==> src/rtl/mem_arbiter.sv <==
// Byte-serial memory arbiter: shares the single RAM/IO byte port between instruction
// fetch and load/store, splitting 1/2/4-byte requests and reassembling little-endian words.
module mem_arbiter (
    input  logic        clk_in,
    input  logic        rst_in,
    input  logic        rdy_in,
    input  logic [7:0]  mem_din,
    output logic [7:0]  mem_dout,
    output logic [31:0] mem_a,
    output logic        mem_wr,
    input  logic        io_buffer_full,
    input  logic        flush,
    input  logic        if_req,
    input  logic [31:0] if_addr,
    output logic        if_done,
    output logic [31:0] if_data,
    input  logic        ls_req,
    input  logic        ls_we,
    input  logic [1:0]  ls_size,
    input  logic [31:0] ls_addr,
    input  logic [31:0] ls_wdata,
    output logic        ls_done,
    output logic [31:0] ls_rdata
);

    typedef enum logic [1:0] {
        IDLE   = 2'd0,
        READ   = 2'd1,
        WRITE  = 2'd2,
        IOWAIT = 2'd3
    } state_t;

    function automatic logic [2:0] size_bytes(input logic [1:0] sz);
        case (sz)
            2'd0:    return 3'd1;
            2'd1:    return 3'd2;
            default: return 3'd4;
        endcase
    endfunction

    function automatic logic [7:0] byte_sel(input logic [31:0] w, input logic [1:0] idx);
        case (idx)
            2'd0:    return w[7:0];
            2'd1:    return w[15:8];
            2'd2:    return w[23:16];
            default: return w[31:24];
        endcase
    endfunction

    function automatic logic [31:0] byte_ins(input logic [31:0] w, input logic [1:0] idx,
                                             input logic [7:0] b);
        logic [31:0] r;
        r = w;
        case (idx)
            2'd0:    r[7:0]   = b;
            2'd1:    r[15:8]  = b;
            2'd2:    r[23:16] = b;
            default: r[31:24] = b;
        endcase
        return r;
    endfunction

    state_t      state_q, state_d;
    logic [2:0]  cnt_q, cnt_d;
    logic [2:0]  cap_q, cap_d;
    logic [2:0]  n_q, n_d;
    logic        fetch_q, fetch_d;
    logic        io_q, io_d;
    logic        a_vld_q, a_vld_d;
    logic        d_vld_q, d_vld_d;
    logic        stall_q;
    logic [31:0] base_q, base_d;
    logic [31:0] wdata_q, wdata_d;
    logic [31:0] buf_q, buf_d;
    logic [31:0] mem_a_q, mem_a_d;
    logic [7:0]  mem_dout_q, mem_dout_d;
    logic        mem_wr_q, mem_wr_d;
    logic        if_done_q, if_done_d;
    logic        ls_done_q, ls_done_d;
    logic [31:0] if_data_q, if_data_d;
    logic [31:0] ls_rdata_q, ls_rdata_d;

    always_comb begin
        state_d    = state_q;
        cnt_d      = cnt_q;
        cap_d      = cap_q;
        n_d        = n_q;
        fetch_d    = fetch_q;
        io_d       = io_q;
        a_vld_d    = a_vld_q;
        d_vld_d    = d_vld_q;
        base_d     = base_q;
        wdata_d    = wdata_q;
        buf_d      = buf_q;
        mem_a_d    = mem_a_q;
        mem_dout_d = mem_dout_q;
        mem_wr_d   = 1'b0;
        if_done_d  = 1'b0;
        ls_done_d  = 1'b0;
        if_data_d  = if_data_q;
        ls_rdata_d = ls_rdata_q;

        case (state_q)
            IDLE: begin
                if (ls_req) begin
                    base_d  = ls_addr;
                    n_d     = size_bytes(ls_size);
                    fetch_d = 1'b0;
                    mem_a_d = ls_addr;
                    if (ls_we) begin
                        wdata_d = ls_wdata;
                        io_d    = (ls_addr[17:16] == 2'b11);
                        if ((ls_addr[17:16] == 2'b11) && io_buffer_full) begin
                            state_d = IOWAIT;
                            cnt_d   = 3'd0;
                        end else begin
                            state_d    = WRITE;
                            mem_dout_d = ls_wdata[7:0];
                            mem_wr_d   = 1'b1;
                            cnt_d      = 3'd1;
                        end
                    end else begin
                        io_d    = 1'b0;
                        state_d = READ;
                        cnt_d   = 3'd1;
                        cap_d   = 3'd0;
                        buf_d   = 32'd0;
                        a_vld_d = 1'b1;
                        d_vld_d = 1'b0;
                    end
                end else if (if_req && !flush) begin
                    base_d  = if_addr;
                    n_d     = 3'd4;
                    fetch_d = 1'b1;
                    io_d    = 1'b0;
                    mem_a_d = if_addr;
                    state_d = READ;
                    cnt_d   = 3'd1;
                    cap_d   = 3'd0;
                    buf_d   = 32'd0;
                    a_vld_d = 1'b1;
                    d_vld_d = 1'b0;
                end
            end

            READ: begin
                if (fetch_q && flush) begin
                    state_d = IDLE;
                    cnt_d   = 3'd0;
                    cap_d   = 3'd0;
                    a_vld_d = 1'b0;
                    d_vld_d = 1'b0;
                end else if (stall_q) begin
                    // mem_din now reflects the address held during the pause, so
                    // restart the pipeline from the first byte not yet captured.
                    mem_a_d = base_q + {29'd0, cap_q};
                    cnt_d   = cap_q + 3'd1;
                    a_vld_d = 1'b1;
                    d_vld_d = 1'b0;
                end else begin
                    d_vld_d = a_vld_q;
                    if (cnt_q < n_q) begin
                        mem_a_d = base_q + {29'd0, cnt_q};
                        cnt_d   = cnt_q + 3'd1;
                        a_vld_d = 1'b1;
                    end else begin
                        a_vld_d = 1'b0;
                    end
                    if (d_vld_q) begin
                        buf_d = byte_ins(buf_q, cap_q[1:0], mem_din);
                        cap_d = cap_q + 3'd1;
                        if ((cap_q + 3'd1) == n_q) begin
                            state_d = IDLE;
                            cnt_d   = 3'd0;
                            cap_d   = 3'd0;
                            a_vld_d = 1'b0;
                            d_vld_d = 1'b0;
                            if (fetch_q) begin
                                if_done_d = 1'b1;
                                if_data_d = buf_d;
                            end else begin
                                ls_done_d  = 1'b1;
                                ls_rdata_d = buf_d;
                            end
                        end
                    end
                end
            end

            WRITE: begin
                if (cnt_q == n_q) begin
                    state_d   = IDLE;
                    ls_done_d = 1'b1;
                    cnt_d     = 3'd0;
                end else if (io_q && io_buffer_full) begin
                    state_d = IOWAIT;
                end else begin
                    mem_a_d    = base_q + {29'd0, cnt_q};
                    mem_dout_d = byte_sel(wdata_q, cnt_q[1:0]);
                    mem_wr_d   = 1'b1;
                    cnt_d      = cnt_q + 3'd1;
                end
            end

            IOWAIT: begin
                if (!io_buffer_full) begin
                    state_d    = WRITE;
                    mem_a_d    = base_q + {29'd0, cnt_q};
                    mem_dout_d = byte_sel(wdata_q, cnt_q[1:0]);
                    mem_wr_d   = 1'b1;
                    cnt_d      = cnt_q + 3'd1;
                end
            end

            default: state_d = IDLE;
        endcase
    end

    // Control and visible outputs; everything freezes while rdy_in is low.
    always_ff @(posedge clk_in) begin
        if (rst_in) begin
            state_q    <= IDLE;
            cnt_q      <= 3'd0;
            cap_q      <= 3'd0;
            n_q        <= 3'd0;
            fetch_q    <= 1'b0;
            io_q       <= 1'b0;
            a_vld_q    <= 1'b0;
            d_vld_q    <= 1'b0;
            stall_q    <= 1'b0;
            mem_a_q    <= 32'd0;
            mem_dout_q <= 8'd0;
            mem_wr_q   <= 1'b0;
            if_done_q  <= 1'b0;
            ls_done_q  <= 1'b0;
            if_data_q  <= 32'd0;
            ls_rdata_q <= 32'd0;
        end else begin
            stall_q <= !rdy_in;
            if (rdy_in) begin
                state_q    <= state_d;
                cnt_q      <= cnt_d;
                cap_q      <= cap_d;
                n_q        <= n_d;
                fetch_q    <= fetch_d;
                io_q       <= io_d;
                a_vld_q    <= a_vld_d;
                d_vld_q    <= d_vld_d;
                mem_a_q    <= mem_a_d;
                mem_dout_q <= mem_dout_d;
                mem_wr_q   <= mem_wr_d;
                if_done_q  <= if_done_d;
                ls_done_q  <= ls_done_d;
                if_data_q  <= if_data_d;
                ls_rdata_q <= ls_rdata_d;
            end
        end
    end

    // Internal data holders are always loaded before use, so they need no reset.
    always_ff @(posedge clk_in) begin
        if (rdy_in) begin
            base_q  <= base_d;
            wdata_q <= wdata_d;
            buf_q   <= buf_d;
        end
    end

    assign mem_a    = mem_a_q;
    assign mem_dout = mem_dout_q;
    assign mem_wr   = mem_wr_q & rdy_in;
    assign if_done  = if_done_q;
    assign if_data  = if_data_q;
    assign ls_done  = ls_done_q;
    assign ls_rdata = ls_rdata_q;

endmodule

==> config.mk <==
export PLATFORM = sky130hd
export DESIGN_NAME = mem_arbiter
export DESIGN_NICKNAME = d
export VERILOG_FILES = /design/src/rtl/mem_arbiter.sv
export SDC_FILE = /design/constraint.sdc
export NUM_CORES = 1
export LEC_CHECK = 0
export ABC_AREA = 1
export CAP_MARGIN = 10
export CORE_ASPECT_RATIO = 0.9
export CORE_UTILIZATION = 35
export CTS_BUF_LIST = sky130_fd_sc_hd__clkbuf_8
export CTS_CLUSTER_SIZE = 10
export DETAILED_ROUTE_END_ITERATION = 8
export DONT_BUFFER_PORTS = 1
export PLACE_DENSITY = 0.55
export REMOVE_ABC_BUFFERS = 1
export SETUP_SLACK_MARGIN = 0.05
export SYNTH_ARGS = -nofsm -noshare
export SYNTH_HDL_FRONTEND = slang
export SYNTH_SLANG_ARGS = --single-unit
==> constraint.sdc <==
create_clock -name clk_in -period 11.24 [get_ports clk_in]
set_clock_uncertainty 0.1 [all_clocks]
set_input_delay 0.562 -clock clk_in [delete_from_list [all_inputs] [get_ports clk_in]]
set_output_delay 0.562 -clock clk_in [all_outputs]
set_load 0.01 [all_outputs]
# Word level (Yosys, flattened, before mapping)
# Cells that the tools add are included.
# op_classes
reduce_logical	25
order_cmp	1
n_mux	104
addsub	4
bitwise	4
n_eq_ne	28
# ops
cell	n
two-way mux 32 bit	14
case mux 32 bit (4 select lines)	1
two-way mux 8 bit	10
adder 32 x 3 -> 32 bit	2
case mux 32 bit (2 select lines)	1
two-way mux 3 bit	20
case mux 8 bit (3 select lines)	2
two-way mux 1 bit	38
AND reduction 7 bit	5
!= test 3 bit (second input constant)	8
two-way mux 2 bit	10
!= test 2 bit (second input constant)	9
case mux 3 bit (2 select lines)	2
case mux 3 bit (4 select lines)	1
AND reduction 4 bit	3
== test 2 bit (second input constant)	5
== test 2 x 1 -> 1 bit (second input constant)	4
logical NOT 2 bit	4
case mux 2 bit (4 select lines)	1
AND reduction 8 bit	1
adder 3 x 1 -> 3 bit (second input constant)	2
== test 3 bit	2
case mux 1 bit (2 select lines)	3
AND reduction 6 bit	1
other kinds (10)	17
# word_totals
register_bits	219
in_bits	114
output_inout_bits	107

# Logic depth before layout (Yosys ltp)
# Gate-level depths: netlist of run 1.
# depth
word_depth	7
ltp_mapped	16
mapped_depth_nobuf	16

# Worst setup path before layout of run 1
# Ideal clock, no wire load.
# synth_timing
path_kind	reg-to-reg
startpoint	register state_q[0]
endpoint	register buf_q[0] (enable)
stages_incl_launch_ff	9
path_buffers	1
path_slack_ns	7.170
required_time_ns	10.670
arrival_ns	3.499
synth_period_minus_slack_ns	4.070
path_cell_list	dfxtp_1 -> inv_1 -> ha_1 -> buf_2 -> nand2_1 -> nand2_1 -> inv_1 -> nand3_1 -> a211oi_1
# synth_between
elab_chain_len	3
# synth_rtl
item	line_no	rtl
start: declaration	63	state_t state_q, state_d;
start signal: assignment	241	state_q <= state_d;
== test 2 x 1 -> 1 bit / logical NOT 2 bit (equally long branches)	103	case (state_q)
!= test 2 bit (no source line) (tied with other cells)	-	
AND reduction 7 bit (no source line) (*)	-	
end signal: assignment	265	buf_q <= buf_d;
end: declaration	74	logic [31:0] buf_q, buf_d;
# Mark *: on every way between the ends. The rest lies on a longest branch, timed or not.
# A chain may end at the register's enable or synchronous reset.

# Worst setup path after layout of run 1
# layout_timing
startpoint	register state_q[1]
endpoint	register mem_a_q[2] (netlist: mem_a[2])
# layout_between
elab_chain_len	3
# layout_rtl
item	line_no	rtl
== test 2 x 1 -> 1 bit (tied with other cells)	103	
!= test 3 bit (no source line) / != test 2 bit (equally long branches)	-	
AND reduction 7 bit (no source line)	-	
end signal: assignment	249	mem_a_q <= mem_a_d;
end: declaration	75	logic [31:0] mem_a_q, mem_a_d;
# Parallel ways exist; a longest one is shown, timed or not.

==> flow_summary.toml, run 1 <==
[status]
status = "finished, final reports clean"

[clock_tree]
numClockSinks = 219
clkLatencyLatePin_ns = 0.56
clockBufferDepth = 3
numCtsBuffers = 40
htreeDepth = 2
cts_resized = 0
cts-root-buf = "clkbuf_8"
cts_tree = "done"
clk_pin_slew_ns = 0.06

[worst_setup_path]
critPathLaunchType = "register"
slowest_stage = "inv_2"
worst_ep_required_time_ns = 11.57
reg2regPathDepth = 10
arrival_ns = 3.75
crit_chain = "inv_1 -> ha_1 -> inv_2 -> nor2_1 -> o21ai_2 -> nand4_4 -> inv_4 -> o211ai_1 -> o21ai_0 -> nor2_1"
path_class = "register to register"
end_kind = "register"
cp_common_cell = "nor2_1"
worst-path-max-fanout = 46
max_stage_delay_ns = 0.61

[synthesis]
ys_warn_count = 0
synth_enable_flop_cells = 96
ys_async_sr_fraction_pct = 0
yosysUniqueCellTypes = 48
yosysTopAreaCell = "edfxtp_1"
ys_ff_latch = 219
synth_cells = 1507
ys_top_cells_by_area = "edfxtp_1 (25%), dfxtp_1 (21%), nand2_1 (13%), nand3_1 (4.9%), inv_1 (4.6%)"
syn_area_um2 = 11680
yosysSeqAreaShare_pct = 45.77
synthFlopType = "dfxtp_1"
synth_top_area_share_pct = 24.69
syn_avg_cell_area_um2 = 7.749

[power]
p_int_w = 0.001523
p_sw_share_pct = 34.74
irDropWorstVdd_v = 0.0001083
seq_power_share_pct = 43.6
leakagePower_nw = 5.137
pwr-share-comb_pct = 22.8
powerDensity_nw_per_um2 = 177.7
power_w = 0.002333
clkPwrFrac_pct = 33.6
p_sw_w = 0.0008107

[layout]
layout_commonest_cell = "nand2_1"
drive_gt1_share_pct = 9.557
syn2layout_area_growth_pct = 12.43
diodes = 0
fillers = 3361
final_nets = 1667
mostFrequentLayoutCells = "nand2_1 (413), inv_1 (152), nor2_1 (136)"

[grt]
antenna_found_initial = 0
grt_overflow = 0
grt_usage_pct = 20.74
grt_pass1_vias = 9692
grt_pass1_wl_um = 55430
grt_max_degree = 90

[hold_path]
whs_path_depth = 3
min_path_type = "primary input to register"

[sta]
fmax_mhz = 292.4
rsz0062_at_grt = "no"
final_hold_viol_count = 0
finalSetupTns_ns = 0
max_slew_margin_pct = 35.85
post-route-period-util_pct = 30.42
slew_violations = 0
setup_viol = 0
min_period_ns = 3.420
hold_slack_ns = 0.06511
worst_pin_slew_ns = 0.9587

[routing]
ant_nets = 0
wire_per_inst_um = 17.92
drtPass1Iterations = 5
drt_iter0_markers = 581
totalWireLength_um = 35490
avgViaCountPerCell = 5.102
vias = 10110
drc = 0

[place]
io_buffers = 0
dp_hpwl_um = 24490
place_congestion = 0.9009

[die]
die-area_um2 = 34100
die_h_um = 175.3
start_util_pct = 35.53
row_count = 63
num_io_pins = 221
coreArea_um2 = 32870
die_x_um = 194.5

[flow_run]
max-cap-violations = 0
[power by group through the flow]
stage	registers [W]	logic [W]	clock network (W)
floorplan	0.00101	0.000365	0
global placement	0.00103	0.000512	0
detailed placement	0.00103	0.000518	0
CTS	0.00102	0.000537	0.000815
global route	0.00103	0.000604	0.000845
finish	0.00102	0.000532	0.000785
[synth_stat cells (2+ instances only)]
library cell  instances
nand2_1             413
inv_1               143
nor2_1              137
dfxtp_1             123
nand3_1             115
o21ai_0             104
a21oi_1              96
edfxtp_1             96
clkbuf_1             33
o21ai_1              29
ha_1                 23
o211ai_1             20
a31oi_1              19
a211oi_2             16
buf_2                12
buf_6                11
inv_2                11
nor2_4               11
nor3_1               11
nand2_2               9
nand4_1               9
nor2_2                7
buf_4                 6
nand3_2               6
xor2_1                6
a211oi_1              5
a21oi_2               3
buf_1                 3
mux2i_1               3
nor3_2                3
o221ai_1              3
fa_1                  2
nand3_4               2
o21ai_2               2
xnor2_1               2
[metal layers]
layer  track usage (%)  routed length, um  up-vias
met5                 0                  0        -
met2             33.33              16000      315
met3             6.356               3099       53
met4             6.151                798        0
li1                  -                  -     5059
met1             26.72              15590     4680
[final timing paths]
kind	start	to	slack, ns
worst max-delay path	state_q[1]	mem_a[2]	7.82
worst min-delay path	rst_in	cap_q[1]	0.07
worst max register to register	state_q[1]	mem_a[2]	7.82
worst min register to register	mem_wr_q	mem_wr_q	0.36
[flip-flops by register name, summed over array words and instances, names as in the netlist, 2 cells and up]
name / count
buf_q: 32
cap_q: 3
if_data: 32
n_q: 3
wdata_q: 32
cnt_q: 3
state_q: 2
base_q: 32
mem_dout: 8
ls_rdata: 32
mem_a: 32
[critical path, delay by kind of cell, from the launching register on]
kind	cells	cell delay, ns
flops	1	0.38
compound gates	3	0.34
simple gates	3	0.79
fa+ha+maj	1	0.42
buf+inv	3	1.21
[final cells by class]
| cell class | count | area (um^2) | share of cell area [%] |
|---|---|---|---|
| Timing Repair Buffer | 44 | 435.4 | 3.317 |
| Multi-Input combinational cell | 1067 | 5400 | 41.13 |
| Tap cell | 422 | 528.0 | 4.022 |
| Sequential cell | 219 | 5345 | 40.71 |
| Inverter | 156 | 588.1 | 4.479 |
| Clock inverter | 22 | 130.1 | 0.9911 |
| Clock buffer | 51 | 701.9 | 5.346 |
[metrics by stage]
| step | utilization [%] | instances | worst slack (ns) | instance area [um^2] |
|---|---|---|---|---|
| 6_report | 39.94 | 1981 | 7.820 | 13130 |
| 5_1_grt | 39.94 | 1981 | 7.461 | 13130 |
| 4_1_cts | 39.94 | 1981 | 7.789 | 13130 |
| 3_5_place_dp | 36.29 | 1873 | 7.791 | 11930 |
| 3_3_place_gp | 36.29 | 1873 | 7.853 | 11930 |
| 2_1_floorplan | - | 1442 | 6.094 | 11310 |
[kinds of logic (layout without fill, tap and decap cells)]
kind of cell             Yosys count  count (layout)  share of synthesized area [%]
AND/OR/NAND/NOR                  729             729                          27.26
buffers and inverters            221             273                          8.154
AO/OA/AOI/OAI                    301             301                          15.01
flip-flops                       219             219                          45.77
adder cells (fa/ha/maj)           25              25                          2.807
multiplexers                       3               3                         0.2572
XOR/XNOR                           9               9                         0.7394
[repair_timing]
item                                    CTS  global route
buffers inserted                          0             0
hold buffers                             35             0
hold endpoints to repair                121             0
endpoints found under the setup margin    0             0
(Power assumes the default switching activity.)
==> run 2, diff against run 1 <==
- ABC_AREA: 1 -> 0
- PLACE_DENSITY: 0.55 -> 0.57
- clock period: 11.24 -> 2.85 ns (I/O delays scaled with it)
==> run 2 against run 1 <==
- worst setup slack worse by 7.6 ns
- power grew to 4.0 times the previous value
- via count shrank 9.8%
- global-route usage increased by 0.34 points
- maximum frequency increased by 29%
- register-to-register slack lost 7.6 ns
- design area rose by 3.2%
- critical endpoint is now mem_a[24]
==> flow_summary.toml, run 2 <==
[die]
die_h_um = 167.9
coreArea_um2 = 29950
die-area_um2 = 31300
row_count = 60
num_io_pins = 221
start_util_pct = 35.75
die_x_um = 186.4

[clock_tree]
cts-root-buf = "clkbuf_8"
clockBufferDepth = 3
clkLatencyLatePin_ns = 0.55
clk_pin_slew_ns = 0.06
numClockSinks = 219
htreeDepth = 2
cts_tree = "done"
numCtsBuffers = 40

[grt]
use_met1_pct = 27.97
grt_pass1_wl_um = 52150
antenna_found_initial = 0
met2_usage_pct = 33.63
grt.busiest_layer = "met2"
grt_usage_pct = 21.08
grt_pass1_vias = 8958
grt_overflow = 0
grt_max_degree = 116
met3_usage_pct = 5.295

[synthesis]
synth_top_area_share_pct = 26.92
ys_async_sr_fraction_pct = 0
yosysMostFrequentCell = "nor2_1"
syn_area_um2 = 10710
synth_common_cells = "nor2_1 (164), dfxtp_1 (123), edfxtp_1 (96), a211oi_1 (88), clkbuf_1 (55)"
ys_top_cells_by_area = "edfxtp_1 (27%), dfxtp_1 (23%), a211oi_1 (6.2%), nor2_1 (5.7%), mux2_2 (3.6%)"
yosysUniqueCellTypes = 81
ys_ff_latch = 219
yosysSeqAreaShare_pct = 49.92
synth_cells = 1056
synth_enable_flop_cells = 96
yosysTopAreaCell = "edfxtp_1"
synthFlopType = "dfxtp_1"
syn_avg_cell_area_um2 = 10.14
ys_warn_count = 0

[routing]
drc = 0
drt_iter0_markers = 765
totalWireLength_um = 34320
drtPass1Iterations = 5
ant_nets = 0
vias = 9114
avgViaCountPerCell = 5.568
wire_per_inst_um = 20.97

[place]
place_congestion = 0.8954
numPlacedInstances = 1439
io_buffers = 0
dp_hpwl_um = 21750

[worst_setup_path]
crit_chain = "inv_1 -> fa_1 -> nor2b_1 -> buf_4 -> o2111ai_1 -> mux2_2 -> o211a_1 -> o311a_1"
slowest_stage = "fa_1"
worst-path-max-fanout = 5
critPathLaunchType = "register"
max_stage_delay_ns = 0.48
path_class = "register to register"
end_kind = "register"
worst_ep_required_time_ns = 3.18
arrival_ns = 2.98
critPathTopFamily = "compound AO/OA/AOI/OAI gates"
crit_buf_inv = 2

[power]
leakagePower_nw = 4.747
powerDensity_nw_per_um2 = 694.1
irDropWorstVdd_v = 0.0004468

[layout]
mostFrequentLayoutCells = "nor2_1 (162), dfxtp_1 (123), dlygate4sd3_1 (119)"
diodes = 0
syn2layout_area_growth_pct = 26.48
final_nets = 1343
drive_gt1_share_pct = 14.51
layout_commonest_cell = "nor2_1"
fin_util_pct = 45.21
final_cells = 1637

[sta]
setup_viol = 0
slew_violations = 0
rsz0062_at_grt = "yes"
hold_slack_ns = 0.03134
max_slew_margin_pct = 27.08
final_hold_viol_count = 0
post-route-period-util_pct = 92.97
finalSetupTns_ns = 0
min_period_ns = 2.650
fmax_mhz = 377.4
worst_pin_slew_ns = 1.077

[status]
status = "finished, final reports clean"

[hold_path]
min_path_type = "primary input to register"

[flow_run]
max-cap-violations = 0
[run 2: cell types whose count changed in the layout (fill, tap and decap cells not counted), moves of 23 or more]
| cell | previous run | this run |
|---|---|---|
| inv_1 | 152 | 34 |
| o21ai_0 | 104 | 40 |
| a21oi_1 | 96 | 29 |
| o21ai_1 | 29 | 6 |
| nand3_1 | 115 | 33 |
| a211oi_1 | 4 | 88 |
| mux2_2 | 0 | 34 |
| nand2_1 | 413 | 39 |
| buf_4 | 9 | 56 |
| dlygate4sd3_1 | 34 | 119 |
| nor2_1 | 136 | 162 |
| mux2i_1 | 3 | 35 |
| nor3_1 | 10 | 34 |
[run 2: cell type report]
class                           count  area [um^2]
Tap cell                          403        504.2
Fill cell                        2786        16410
Multi-Input combinational cell    737         4946
Clock buffer                       44        605.6
Clock inverter                     28        250.2
Inverter                           22        82.58
Sequential cell                   219         5345
Timing Repair Buffer              184         1809
[run 2: per-stage QoR]
| stage | total power, W | cell area, um^2 | setup slack (ns) |
|---|---|---|---|
| floorplan | 0.005154 | 10320 | -1.208 |
| global placement | 0.005969 | 11340 | 0.1455 |
| detailed placement | 0.005973 | 11340 | 0.1568 |
| CTS | 0.009470 | 13440 | 0.07136 |
| global route | 0.009874 | 13540 | -0.0004448 |
| finish | 0.009400 | 13540 | 0.2005 |
[run 2: worst paths after layout]
check,to,cells past startpoint,start,slack (ns)
worst min register to register,mem_wr_q,2,mem_wr_q,0.36
worst min-delay path,if_data[25],5,rdy_in,0.03
worst max register to register,mem_a[24],8,cnt_q[1],0.20
worst max-delay path,mem_a[24],8,cnt_q[1],0.20
[run 2: kinds of logic after synthesis]
| group | synth area share (%) |
|---|---|
| XOR/XNOR | 1.355 |
| buffers and inverters | 4.429 |
| adder cells (fa/ha/maj) | 3.062 |
| AO/OA/AOI/OAI | 18.77 |
| flip-flops | 49.92 |
| multiplexers | 6.847 |
| AND/OR/NAND/NOR | 15.62 |
[run 2: where the power goes]
group          internal [W]  total [W]  switching, W  leakage (nW)
clock network       0.00188    0.00324       0.00136         0.491
logic              0.000864    0.00224       0.00137          2.36
registers           0.00365    0.00392      0.000274          1.90
total               0.00639    0.00940       0.00301          4.75
[run 2: timing repair]
action | in CTS | in global routing
gates resized for setup | 0 | 6
setup endpoints to repair | 0 | 14
hold buffers | 121 | 0
buffers inserted | 0 | 3
endpoints found under the hold margin | 227 | 0
[run 2: per-layer routing]
layer | vias up | part of all wire (%) | wire (um)
met5 | - | 0 | 0
met4 | 0 | 2.3 | 786
met3 | 58 | 7.6 | 2602
met2 | 377 | 45 | 15590
met1 | 4377 | 45 | 15340
li1 | 4302 | - | -
[run 2: worst min-delay path: stages]
cell	delay (ns)
nand4b_1	0.12
nor2_4	0.06
buf_12	0.15
nor2_1	0.09
a211oi_1	0.05
==> run 3, diff against run 2 <==
- CELL_PAD_IN_SITES_DETAIL_PLACEMENT: unset -> 1
- CELL_PAD_IN_SITES_GLOBAL_PLACEMENT: unset -> 1
- HOLD_SLACK_MARGIN: unset -> 0.02
- PLACE_DENSITY: 0.57 -> 0.68
==> run 3 against run 2 <==
- first-iteration DRC count shrank 26%
- largest cell class unchanged
- sequential power is essentially flat
- global-route usage grew 1.6 points
- critical path type unchanged
- combinational power grew 4%
- utilization shrank 0.37 points
- design area shrank 0.81%
- highest routed layer unchanged
- register-to-register slack lost 0.03 ns
- final cell count shrank 0.49%
- flip-flop and latch count is the same
- via count grew 0.79%
- die area is the same
==> flow_summary.toml, run 3 (same netlist as run 2, synthesis figures left out) <==
[grt]
grt_overflow = 0
antenna_found_initial = 1
grt_max_degree = 115
grt_pass1_wl_um = 55650
grt_usage_pct = 22.67
grt_pass1_vias = 9521

[worst_setup_path]
critPathLaunchType = "register"
path_class = "register to register"
max_stage_delay_ns = 0.42
worst-path-max-fanout = 4
crit_chain = "ha_1 -> inv_1 -> fa_1 -> nor2b_2 -> buf_4 -> nor3_1 -> nor4_2 -> a211oi_1 -> a211o_1 -> a211oi_1"
worst_ep_required_time_ns = 3.21
cp_common_cell = "a211oi_1"
arrival_ns = 3.03
regToRegSetupSlack_ns = 0.17
end_kind = "register"
slowest_stage = "fa_1"

[layout]
seq_area_um2 = 5345
mostFrequentLayoutCells = "nor2_1 (162), dfxtp_1 (123), dlygate4sd3_1 (116)"
multiInputGateArea_um2 = 4961
final_cells = 1629
layout_commonest_cell = "nor2_1"
fillers = 3292
final_nets = 1335
drive_gt1_share_pct = 14.37
fin_util_pct = 44.85
syn2layout_area_growth_pct = 25.45

[place]
dp_hpwl_um = 22840
numPlacedInstances = 1436
io_buffers = 0
place_congestion = 0.8613

[sta]
finalSetupTns_ns = 0
slew_violations = 0
final_hold_viol_count = 0
fmax_mhz = 373.6
rsz0062_at_grt = "yes"
post-route-period-util_pct = 93.92
max_slew_margin_pct = 40.15
worst_pin_slew_ns = 0.8838
setup_viol = 0
min_period_ns = 2.677

[clock_tree]
clkLatencyLatePin_ns = 0.54
numClockSinks = 219
clockBufferDepth = 3
numCtsBuffers = 39
htreeDepth = 2
clk_pin_slew_ns = 0.06
cts_tree = "done"
cts-root-buf = "clkbuf_8"

[die]
die_h_um = 167.9
die_x_um = 186.4
start_util_pct = 35.75
row_count = 60
die-area_um2 = 31300
coreArea_um2 = 29950
num_io_pins = 221

[routing]
wire_per_inst_um = 22.44
avgViaCountPerCell = 5.639
totalWireLength_um = 36550
vias = 9186
ant_nets = 0
drc = 0
drt_iter0_markers = 564
drtPass1Iterations = 5

[power]
irDropWorstVdd_v = 0.0004365
p_sw_w = 0.003034
pwr-share-comb_pct = 25.1
power_w = 0.009207
p_int_w = 0.006173
p_sw_share_pct = 32.95
clkPwrFrac_pct = 32.2
leakagePower_nw = 4.687
powerDensity_nw_per_um2 = 685.4
seq_power_share_pct = 42.6

[hold_path]
min_path_type = "primary input to register"

[flow_run]
max-cap-violations = 0

[status]
status = "finished, final reports clean"
==> run 3: worst paths after layout <==
kind,start,endpoint,cells past startpoint
setup / recovery,cap_q[0],mem_a[12],10
hold / removal,ls_addr[24],mem_a[24],4
setup reg to reg,cap_q[0],mem_a[12],10
hold reg to reg,mem_wr_q,mem_wr_q,2
==> run 3: per-layer routing <==
metal | global-route usage [%] | vias to the layer above | share of wire [%]
li1 | - | 4293 | -
met1 | 29.25 | 4506 | 44
met2 | 36.47 | 313 | 46
met3 | 6.191 | 74 | 7.5
met4 | 7.833 | 0 | 2.8
met5 | 0 | - | 0
==> run 3: cell type report <==
class                           instances  share of cell area (%)
Antenna cell                            1                 0.01863
Clock buffer                           46                   4.713
Clock inverter                         24                   1.136
Inverter                               22                  0.6148
Multi-Input combinational cell        737                   36.93
Sequential cell                       219                   39.79
Tap cell                              403                   3.754
Timing Repair Buffer                  177                   13.04
==> run 3: through the flow <==
| stage | setup WS (ns) | area [um^2] | hold WS, ns |
|---|---|---|---|
| after detailed placement | -0.001489 | 11350 | 0.1230 |
| after CTS | 0.09620 | 13350 | 0.02891 |
| after global routing | 0.0004949 | 13430 | 0.07039 |
| final | 0.1732 | 13430 | 0.07388 |
| after global placement | 0.04781 | 11350 | 0.1161 |
| after floorplan | -1.208 | 10320 | 0.1092 |
==> run 3: timing repair <==
| action | in CTS | in global routing |
|---|---|---|
| resized for setup | 1 | 12 |
| endpoints found under the hold margin | 218 | 0 |
| hold buffers | 118 | 0 |
| pin swaps | 0 | 3 |
| endpoints found under the setup margin | 1 | 43 |
| gates cloned | 0 | 1 |
| setup buffers | 0 | 3 |
==> run 3: critical path, delay by kind of cell (launching register included) <==
| kind | cells | cell delay [ns] |
|---|---|---|
| buffers and inverters | 2 | 0.21 |
| and+or+nand+nor | 3 | 0.61 |
| DFF | 1 | 0.37 |
| AOI/OAI and AO/OA | 3 | 0.67 |
| adders and majority gates | 2 | 0.63 |
==> run 3: power groups by stage <==
stage                     Sequential (W)  Clock, W  Combinational, W
after floorplan                  0.00392         0           0.00123
after global placement           0.00398         0           0.00201
after detailed placement         0.00399         0           0.00204
after CTS                        0.00393   0.00305           0.00227
after global routing             0.00396   0.00321           0.00251
final                            0.00392   0.00297           0.00232
